<file path="config.mk">
export PLATFORM = sky130hd
export DESIGN_NAME = serial_pattern_gen
export DESIGN_NICKNAME = d
export VERILOG_FILES = /design/src/rtl/serial_pattern_gen.sv
export SDC_FILE = /design/constraint.sdc
export NUM_CORES = 1
export LEC_CHECK = 0
export ABC_CLOCK_PERIOD_IN_PS = 2720
export CORE_ASPECT_RATIO = 0.6
export CORE_MARGIN = 2
export CORE_UTILIZATION = 55
export CTS_CLUSTER_SIZE = 14
export DETAILED_ROUTE_END_ITERATION = 10
export PLACE_DENSITY_LB_ADDON = 0.05
export SYNTH_ARGS = -nofsm -noshare
export SYNTH_HDL_FRONTEND = slang
export SYNTH_SLANG_ARGS = --single-unit
</file>
<file path="constraint.sdc">
create_clock -name clk -period 2.72 [get_ports clk]
set_clock_uncertainty 0.15 [all_clocks]
set_input_delay 0.408 -clock clk [delete_from_list [all_inputs] [get_ports clk]]
set_output_delay 0.408 -clock clk [all_outputs]
set_load 0.02 [all_outputs]
</file>
<file path="src/rtl/serial_pattern_gen.sv">
// Serial pattern transmitter: accepts a WIDTH-bit pattern over valid/ready and
// shifts it out MSB-first with a programmable repeat count and inter-repeat gap.
module serial_pattern_gen #(
    parameter int   WIDTH    = 4,
    parameter int   CNT_W    = 8,
    parameter int   GAP_W    = 4,
    parameter logic IDLE_BIT = 1'b0
) (
    input  logic             clk,
    input  logic             rst_n,
    input  logic             in_valid,
    output logic             in_ready,
    input  logic [WIDTH-1:0] in_pattern,
    input  logic [CNT_W-1:0] in_repeat,
    input  logic [GAP_W-1:0] in_gap,
    input  logic             abort,
    output logic             x,
    output logic             x_valid,
    output logic             frame_start,
    output logic             done,
    output logic             busy
);
    localparam int IDX_W = $clog2(WIDTH);
    localparam logic [IDX_W-1:0] LAST_IDX = IDX_W'(WIDTH - 1);

    typedef enum logic [1:0] {S_IDLE, S_SHIFT, S_GAP} state_t;

    state_t             state_q, state_d;
    logic [WIDTH-1:0]   pattern_q, pattern_d;
    logic [WIDTH-1:0]   shift_q, shift_d;
    logic [IDX_W-1:0]   bit_idx_q, bit_idx_d;
    logic [CNT_W-1:0]   rep_q, rep_d;
    logic [GAP_W-1:0]   gap_cfg_q, gap_cfg_d;
    logic [GAP_W-1:0]   gap_cnt_q, gap_cnt_d;
    logic               x_q, x_d;
    logic               x_valid_q, x_valid_d;
    logic               frame_start_q, frame_start_d;
    logic               done_q, done_d;
    logic               busy_q, busy_d;

    assign in_ready = (state_q == S_IDLE) && !abort;

    // Outputs are computed for the state being entered, so each registered
    // output describes the cycle that state occupies.
    always_comb begin
        state_d       = state_q;
        pattern_d     = pattern_q;
        shift_d       = shift_q;
        bit_idx_d     = bit_idx_q;
        rep_d         = rep_q;
        gap_cfg_d     = gap_cfg_q;
        gap_cnt_d     = gap_cnt_q;
        x_d           = IDLE_BIT;
        x_valid_d     = 1'b0;
        frame_start_d = 1'b0;
        done_d        = 1'b0;

        case (state_q)
            S_IDLE: begin
                if (in_valid && in_ready) begin
                    state_d       = S_SHIFT;
                    pattern_d     = in_pattern;
                    shift_d       = {in_pattern[WIDTH-2:0], 1'b0};
                    rep_d         = (in_repeat == '0) ? CNT_W'(1) : in_repeat;
                    gap_cfg_d     = in_gap;
                    bit_idx_d     = '0;
                    x_d           = in_pattern[WIDTH-1];
                    x_valid_d     = 1'b1;
                    frame_start_d = 1'b1;
                end
            end
            S_SHIFT: begin
                if (abort) begin
                    state_d = S_IDLE;
                end else if (bit_idx_q != LAST_IDX) begin
                    bit_idx_d = bit_idx_q + IDX_W'(1);
                    x_d       = shift_q[WIDTH-1];
                    shift_d   = {shift_q[WIDTH-2:0], 1'b0};
                    x_valid_d = 1'b1;
                end else if (rep_q != CNT_W'(1)) begin
                    rep_d = rep_q - CNT_W'(1);
                    if (gap_cfg_q != '0) begin
                        state_d   = S_GAP;
                        gap_cnt_d = gap_cfg_q;
                    end else begin
                        bit_idx_d     = '0;
                        x_d           = pattern_q[WIDTH-1];
                        shift_d       = {pattern_q[WIDTH-2:0], 1'b0};
                        x_valid_d     = 1'b1;
                        frame_start_d = 1'b1;
                    end
                end else begin
                    state_d = S_IDLE;
                    done_d  = 1'b1;
                end
            end
            S_GAP: begin
                if (abort) begin
                    state_d = S_IDLE;
                end else if (gap_cnt_q == GAP_W'(1)) begin
                    state_d       = S_SHIFT;
                    bit_idx_d     = '0;
                    x_d           = pattern_q[WIDTH-1];
                    shift_d       = {pattern_q[WIDTH-2:0], 1'b0};
                    x_valid_d     = 1'b1;
                    frame_start_d = 1'b1;
                end else begin
                    gap_cnt_d = gap_cnt_q - GAP_W'(1);
                end
            end
            default: state_d = S_IDLE;
        endcase

        busy_d = (state_d != S_IDLE);
    end

    always_ff @(posedge clk or negedge rst_n) begin
        if (!rst_n) begin
            state_q       <= S_IDLE;
            pattern_q     <= '0;
            shift_q       <= '0;
            bit_idx_q     <= '0;
            rep_q         <= '0;
            gap_cfg_q     <= '0;
            gap_cnt_q     <= '0;
            x_q           <= IDLE_BIT;
            x_valid_q     <= 1'b0;
            frame_start_q <= 1'b0;
            done_q        <= 1'b0;
            busy_q        <= 1'b0;
        end else begin
            state_q       <= state_d;
            pattern_q     <= pattern_d;
            shift_q       <= shift_d;
            bit_idx_q     <= bit_idx_d;
            rep_q         <= rep_d;
            gap_cfg_q     <= gap_cfg_d;
            gap_cnt_q     <= gap_cnt_d;
            x_q           <= x_d;
            x_valid_q     <= x_valid_d;
            frame_start_q <= frame_start_d;
            done_q        <= done_d;
            busy_q        <= busy_d;
        end
    end

    assign x           = x_q;
    assign x_valid     = x_valid_q;
    assign frame_start = frame_start_q;
    assign done        = done_q;
    assign busy        = busy_q;

endmodule

</file>
# Yosys cells after proc, flatten, opt, wreduce, memory -nomap -nowiden

Index checks and enable logic that the tools add are counted.

Register bits after elaboration: 33
Latch bits: 0
RAM bits: 0
ROM bits: 0
Input bits: 20
Output and inout port bits: 6
Logic and storage cells: 104
Memories kept: 0

$add $sub $neg: 3
Multipliers: 0
Divide/modulo/power cells: 0
$lt $le $gt $ge: 0
Eq/ne operators: 15
Shift operators: 0
Multiplexer cells: 60
Bitwise logic cells: 0
Reduce and logical (&&, ||, !) cells: 14

Operators with widths:

| operator                                              | number |
|---|---|
| 2-to-1 mux 4 bit                                      | 13 |
| 2-to-1 mux 8 bit                                      | 5 |
| 2-to-1 mux 2 bit                                      | 14 |
| 2-to-1 mux 1 bit                                      | 20 |
| inequality test 2 bit, second input constant          | 8 |
| one-hot mux 8 bit (2 select lines)                    | 1 |
| AND reduction 7 bit                                   | 2 |
| one-hot mux 2 bit (3 select lines)                    | 2 |
| one-hot mux 4 bit (3 select lines)                    | 1 |
| one-hot mux 1 bit (3 select lines)                    | 3 |
| logical NOT 8 bit                                     | 1 |
| inequality test 8 x 1 -> 1 bit, second input constant | 1 |
| one-hot mux 4 bit (2 select lines)                    | 1 |
| subtractor 8 x 1 -> 8 bit, second input constant      | 1 |
| inequality test 3 bit, second input constant          | 2 |
| nonzero test 2 bit                                    | 3 |
| AND reduction 5 bit                                   | 1 |
| == test 4 x 1 -> 1 bit, second input constant         | 1 |
| nonzero test 4 bit                                    | 1 |
| subtractor 4 x 1 -> 4 bit, second input constant      | 1 |
| nonzero test 3 bit                                    | 1 |
| adder 2 x 1 -> 2 bit, second input constant           | 1 |
| == test 2 x 1 -> 1 bit, second input constant         | 1 |
| == test 2 bit, second input constant                  | 1 |
| other kinds (5)                                       | 6 |

# Depth between registers and ports, before layout

Gate-level depths: netlist of the first run.

Depth after elaboration: 7
Depth in mapped cells: 8
Mapped depth without buffers: 6

# Worst setup path before layout of the first run

OpenSTA, ideal clock, no wires.

Path type: register to register
From: register state_q[1]
To: register shift_q[1]
Setup time: 0.125 ns
Data arrival time: 1.739 ns
Data required time: 2.445 ns
Slack: 0.707 ns
Stages on the path, launching flop included: 8
Path buffers: 1
Clock period less this slack: 2.013 ns
Path through: dfrtp_1 > inv_1 > ha_1 > buf_2 > o21a_1 > a211oi_2 > o311ai_4 > mux2_2

Word-level cells in the longest chain between the ends: 5
Elaborated cells on any way between the ends: 14
Classes of those cells: 8 x eq/ne; 1 x mux; 5 x reduce/logical

Ends and longest elaborated chain:

| what                                            | line   | text |
|---|---|---|
| start: declaration                              | 28     | `state_t state_q, state_d;` |
| start signal: assignment                        | 132    | `state_q <= state_d;` |
| logical NOT 2 bit                               | 41, 58 |  |
| logical AND 1 bit                               | 41     | `assign in_ready = (state_q == S_IDLE) && !abort;` |
| logical AND 1 bit                               | 60     | `if (in_valid && in_ready) begin` |
| inequality test 2 x 1 -> 1 bit (no source line) | --     |  |
| AND reduction 7 bit (no source line)            | --     |  |
| end signal: assignment                          | 134    | `shift_q <= shift_d;` |
| end: declaration                                | 30     | `logic [WIDTH-1:0] shift_q, shift_d;` |

Parallel ways exist; a longest one is shown, timed or not.
A chain may end at the register's enable or synchronous reset.

# Worst setup path in the final report of the first run

From: register state_q[0]
To: output in_ready

Word-level cells in the longest chain between the ends: 2

Ends and longest elaborated chain:

| what              | line | text |
|---|---|---|
| logical NOT 2 bit | 41   |  |
| logical AND 1 bit | 41   |  |
| end: declaration  | 12   | `output logic in_ready,` |

No other way between the ends.

==> flow_metrics.env, run 1 <==
export IMPL_status="finished clean"
export IMPL_cts_tree="done"
export IMPL_io_buffer_count=25
export IMPL_row_count=16
export IMPL_setup_violations=0
export IMPL_setup_tns_ns=0
export IMPL_synth_avg_cell_area_sq_um=9.02
export IMPL_worst_slew_pin_slew_ns=0.574
export IMPL_drtIter0Drc=196
export IMPL_dieArea_sq_um=4170
export IMPL_rsz0062_at_grt="no"
export IMPL_max_freq_ghz=0.377
export IMPL_grt_max_degree=33
export IMPL_drt_vias_per_instance=6.38
export IMPL_met2_length_microns=2360
export IMPL_clock_sinks=32
export IMPL_arrival_ns=2.10
export IMPL_final_cell_mix="dfrtp_1 (32), nand2_1 (29), clkdlybuf4s50_1 (25), inv_1 (15)"
export IMPL_cts_resized=0
export IMPL_dp_hpwl_microns=4090
export IMPL_seq_area_sq_um=801
export IMPL_drive_gt1_frac=0.111
export IMPL_pwr_density_cell_nw_per_um2=956
export IMPL_peakVddDrop_mv=0.588
export IMPL_postCtsSetupBuffers=0
export IMPL_yosysSeqAreaShare=0.398
export IMPL_postSynthCellCount=223
export IMPL_worstSetupPathType="flop to output pin"
export IMPL_place_congestion=0.927
export IMPL_die_w_microns=82.1
export IMPL_ant_nets=0
export IMPL_synth_area_leaders="dfrtp_1 (40%), ha_1 (6.2%), nand2_1 (5.4%)"
export IMPL_grt_ovfl_total=0
export IMPL_synth_cell_type_count=51
export IMPL_drc_errors=0
export IMPL_slew_violations=0
export IMPL_final_common_cell="dfrtp_1"
export IMPL_multiInputGateArea_sq_um=1110
export IMPL_root_buffer="clkbuf_8"
export IMPL_insertion_delay_ns=0.28
export IMPL_antenna_found_initial=0
export IMPL_async_flop_share=1.00
export IMPL_critPathLaunchType="flop"
export IMPL_finalNetCount=282
export IMPL_numCtsBuffers=5
export IMPL_crit_path_max_fanout=7
export IMPL_cts_max_path_buffers=2
export IMPL_top_layer_used="met4"
export IMPL_ctsHoldBuffers=0
export IMPL_min_period_over_period=0.976
export IMPL_cp_end_kind="output pin"
export IMPL_drt_pass1_iter_count=5
export IMPL_synth_ff_type="dfrtp_1"
export IMPL_cts_max_level=2
export IMPL_max_cap_viol_count=0
export IMPL_io_pins=26
export IMPL_n_fill_cell=266
export IMPL_areaGrowthSynthToFinish_pct=20.3
export IMPL_crit_required_ns=2.16
export IMPL_synth_top_area_cell="dfrtp_1"
export IMPL_period_minus_slack_ns=2.65
export IMPL_m1WireLength_microns=2490
export IMPL_vias=1895
export IMPL_insertedDiodeCount=0
export IMPL_start_util=0.594
export IMPL_hold_viol_final=0
export IMPL_dr_wl_met3_microns=469
export IMPL_coreArea_sq_um=3380
export IMPL_wire_per_inst_microns=18.6
export IMPL_ys_warnings_count=0
export IMPL_cts_reportedPaths_clkPinSlew_ns=0.06
export IMPL_slew_headroom=0.608
export IMPL_synth_edff_count=0
export IMPL_ys_ff_latch=32
export IMPL_synthesis_area_sq_um=2010
export IMPL_final_core_util=0.715
export IMPL_die_h_microns=50.8
export IMPL_synth_top_cell_area_share=0.398
export IMPL_grt_pass1_vias=1841
export IMPL_grt_usage=0.300
export IMPL_wl_microns=5530
export IMPL_hp_class="flop to flop"
export IMPL_power_static_leakage_nw=1.02
export IMPL_grt_pass1_wl_microns=9160
export IMPL_synth_nets=253
[sequential cells by signal (all words and copies together) (netlist names)]
name,flops
gap_cnt_q,4
rep_q,8
x_valid,1
bit_idx_q,2
pattern_q,4
done,1
shift_q,3
state_q,2
x,1
frame_start,1
gap_cfg_q,4
busy,1
[report_power, final]
group	switching (mW)	internal, mW
Combinational	0.594	0.451
Sequential	0.208	0.669
Clock	0.166	0.225
[final timing paths]
| check | from | end | slack (ns) | cells past startpoint |
|---|---|---|---|---|
| max in group asynchronous | rst_n | rep_q[0]$_DFFE_PN0P_ | 1.71 | 2 |
| min in group asynchronous | rst_n | bit_idx_q[1]$_DFFE_PN0P_ | 0.41 | 2 |
| worst min-delay path | pattern_q[2]$_DFFE_PN0P_ | pattern_q[2]$_DFFE_PN0P_ | 0.35 | 2 |
| worst max register to register | state_q[0]$_DFF_PN0_ | shift_q[1]$_DFFE_PN0P_ | 0.35 | 6 |
| worst min register to register | pattern_q[2]$_DFFE_PN0P_ | pattern_q[2]$_DFFE_PN0P_ | 0.35 | 2 |
| worst max-delay path | state_q[0]$_DFF_PN0_ | in_ready | 0.07 | 4 |
[stage by stage]
step	hold WS [ns]	power, mW	std cells	worst slack [ns]	cell area [sq um]
global placement	0.321	1.81	290	0.328	2320
floorplan	-0.0376	1.53	223	0.707	2010
CTS	0.353	2.29	297	0.101	2420
detailed placement	0.337	1.88	290	0.286	2320
global route	0.381	2.46	297	0.00551	2420
finish	0.353	2.31	297	0.0659	2420
[layout make-up]
class                           instances  area share
Clock buffer                            7      0.0398
Inverter                               15      0.0233
Multi-Input combinational cell        166       0.457
Sequential cell                        32       0.331
Tap cell                               45      0.0233
Timing Repair Buffer                   32       0.125
[cell usage after synthesis, drive strengths merged, types with 3 or more instances]
cell type	number
nand2b	5
nand3	10
inv	15
nand2	29
dfrtp	32
clkbuf	4
nor2b	4
ha	10
o22ai	5
nor3	5
and2	3
a31oi	6
mux2	5
a211oi	3
nor4	3
a22oi	3
buf	6
a21oi	13
o21ai	13
nand4	3
nor2	13
a21o	3
[logic make-up after synthesis]
logic type | synth area share
AOI/OAI and AO/OA | 0.234
adders and majority gates | 0.0622
DFF | 0.398
and+or+nand+nor | 0.221
muxes | 0.0330
buffers and inverters | 0.0516
[routing by layer]
layer,track usage,up-vias
li1,-,869
met5,0,-
met2,0.440,117
met4,0.117,0
met1,0.432,872
met3,0.0689,37
[critical path: stages, from the launching register on]
cell and delay [ns]:
dfrtp_1 0.45, inv_1 0.13, ha_1 0.38, nor2b_1 0.22, clkdlybuf4s50_1 0.64
Power figures use the tool's default switching activity.
==> run 2: changes to the inputs <==
ABC_CLOCK_PERIOD_IN_PS = default   (was 2720)
==> results of run 2 <==
No change in the layout: final DEF, timing and power equal those of run 1.
==> run 3: changes to the inputs <==
CORE_MARGIN = 10   (was 2)
==> flow_metrics.env, run 3 (same netlist as run 1, synthesis figures left out) <==
export IMPL_grt_pass1_vias=1818
export IMPL_placed_cell_area_sq_um=2320
export IMPL_max_stage_delay_ns=0.64
export IMPL_drt_pass1_iter_count=9
export IMPL_final_cell_mix="dfrtp_1 (32), nand2_1 (29), clkdlybuf4s50_1 (25), inv_1 (15)"
export IMPL_dieArea_sq_um=6550
export IMPL_drc_errors=0
export IMPL_rsz0062_at_grt="no"
export IMPL_wl_microns=5590
export IMPL_final_common_cell="dfrtp_1"
export IMPL_crit_chain="inv_1 > ha_2 > nor2b_1 > clkdlybuf4s50_1"
export IMPL_vias=1925
export IMPL_worst_slew_pin_slew_ns=0.606
export IMPL_combPwrFrac=0.458
export IMPL_power_static_leakage_nw=1.01
export IMPL_antenna_found_initial=0
export IMPL_wire_per_inst_microns=18.8
export IMPL_power_share_sequential=0.388
export IMPL_grt_pass1_wl_microns=9000
export IMPL_place_congestion=0.962
export IMPL_grt_max_degree=33
export IMPL_top_register="rep_q"
export IMPL_intPower_mw=1.29
export IMPL_hp_class="flop to flop"
export IMPL_max_freq_ghz=0.387
export IMPL_start_util=0.594
export IMPL_arrival_ns=2.02
export IMPL_p_switching_uw=975
export IMPL_die_w_microns=98.1
export IMPL_cts_tree="done"
export IMPL_insertion_delay_ns=0.29
export IMPL_cts_max_level=2
export IMPL_postCtsSetupBuffers=0
export IMPL_crit_required_ns=2.16
export IMPL_clock_sinks=32
export IMPL_swShare=0.430
export IMPL_stdcell_count=297
export IMPL_row_count=16
export IMPL_crit_path_max_fanout=7
export IMPL_slew_violations=0
export IMPL_clockPowerShare=0.154
export IMPL_io_buffer_count=25
export IMPL_setup_violations=0
export IMPL_io_pins=26
export IMPL_cts_max_path_buffers=2
export IMPL_hold_viol_final=0
export IMPL_worstSetupPathType="flop to output pin"
export IMPL_numCtsBuffers=5
export IMPL_die_h_microns=66.8
export IMPL_cts_resized=0
export IMPL_period_minus_slack_ns=2.58
export IMPL_placed_cells=290
export IMPL_max_cap_viol_count=0
export IMPL_n_fill_cell=267
export IMPL_root_buffer="clkbuf_8"
export IMPL_setup_tns_ns=0
export IMPL_pwr_density_cell_nw_per_um2=945
export IMPL_critPathSlowestCell="clkdlybuf4s50_1"
export IMPL_critPathLaunchType="flop"
export IMPL_drtIter0Drc=214
export IMPL_cts_reportedPaths_clkPinSlew_ns=0.06
export IMPL_drt_vias_per_instance=6.48
export IMPL_peakVddDrop_mv=0.545
export IMPL_largest_reg_flops=8
export IMPL_drive_gt1_frac=0.111
export IMPL_finalNetCount=282
export IMPL_slew_headroom=0.595
export IMPL_grt_ovfl_total=0
export IMPL_coreArea_sq_um=3380
export IMPL_insertedDiodeCount=0
export IMPL_cp_end_kind="output pin"
export IMPL_areaGrowthSynthToFinish_pct=19.5
export IMPL_dp_hpwl_microns=4220
export IMPL_grt_usage=0.170
export IMPL_ant_nets=0
export IMPL_min_period_over_period=0.949
export IMPL_design_area_sq_um=2400
export IMPL_ctsHoldBuffers=0
export IMPL_status="finished clean"
-- run 3: cell count changes in the layout (fill, tap and decap cells not counted) --
cell	previous run	this run
clkbuf_8	7	5
clkbuf_1	0	1
clkinv_2	0	1
ha_1	10	9
ha_2	0	1
-- run 3: area by class of cell --
type	count	area, sq um	area share
Clock buffer	6	72.6	0.0302
Clock inverter	1	5.00	0.00208
Inverter	15	56.3	0.0234
Multi-Input combinational cell	166	1110	0.461
Sequential cell	32	801	0.333
Tap cell	45	56.3	0.0234
Timing Repair Buffer	32	303	0.126
-- run 3: layer usage --
metal	wire [microns]	track usage	share of wire	up-vias
met5	0	0	0	-
met4	125	0.0487	0.022	0
met3	648	0.0577	0.12	20
met2	2420	0.263	0.43	137
met1	2400	0.221	0.43	901
li1	-	-	-	867
-- run 3: worst max-delay path: cells and delay by family (launching register included) --
family	cells	cell delay [ns]
flops	1	0.45
fa+ha+maj	1	0.30
buf+inv	2	0.76
simple gates	1	0.23
-- run 3: power groups by stage --
stage	registers [mW]	clock network, mW	logic [mW]
6_report	0.880	0.349	1.04
5_1_grt	0.897	0.371	1.13
4_1_cts	0.867	0.354	1.01
3_3_place_gp	0.855	0	0.951
2_1_floorplan	0.835	0	0.698
3_5_place_dp	0.873	0	1.01
-- run 3: path summary, 6_finish.rpt --
kind | from | endpoint | slack [ns] | cells past startpoint
setup / recovery | state_q[0]$_DFF_PN0_ | in_ready | 0.14 | 4
hold / removal | pattern_q[0]$_DFFE_PN0P_ | pattern_q[0]$_DFFE_PN0P_ | 0.34 | 2
setup reg to reg | state_q[0]$_DFF_PN0_ | shift_q[2]$_DFFE_PN0P_ | 0.34 | 6
hold reg to reg | pattern_q[0]$_DFFE_PN0P_ | pattern_q[0]$_DFFE_PN0P_ | 0.34 | 2
max in group asynchronous | rst_n | x_valid$_DFF_PN0_ | 1.77 | 2
min in group asynchronous | rst_n | rep_q[2]$_DFFE_PN0P_ | 0.36 | 2
-- run 3: per-stage QoR --
| stage | util | setup slack (ns) | hold slack, ns | power (mW) |
|---|---|---|---|---|
| finish | 0.710 | 0.139 | 0.344 | 2.27 |
| global route | 0.710 | 0.0808 | 0.374 | 2.40 |
| CTS | 0.709 | 0.0961 | 0.350 | 2.23 |
| detailed placement | 0.686 | 0.286 | 0.330 | 1.88 |
| global placement | 0.686 | 0.332 | 0.323 | 1.81 |
| floorplan | - | 0.707 | -0.0376 | 1.53 |
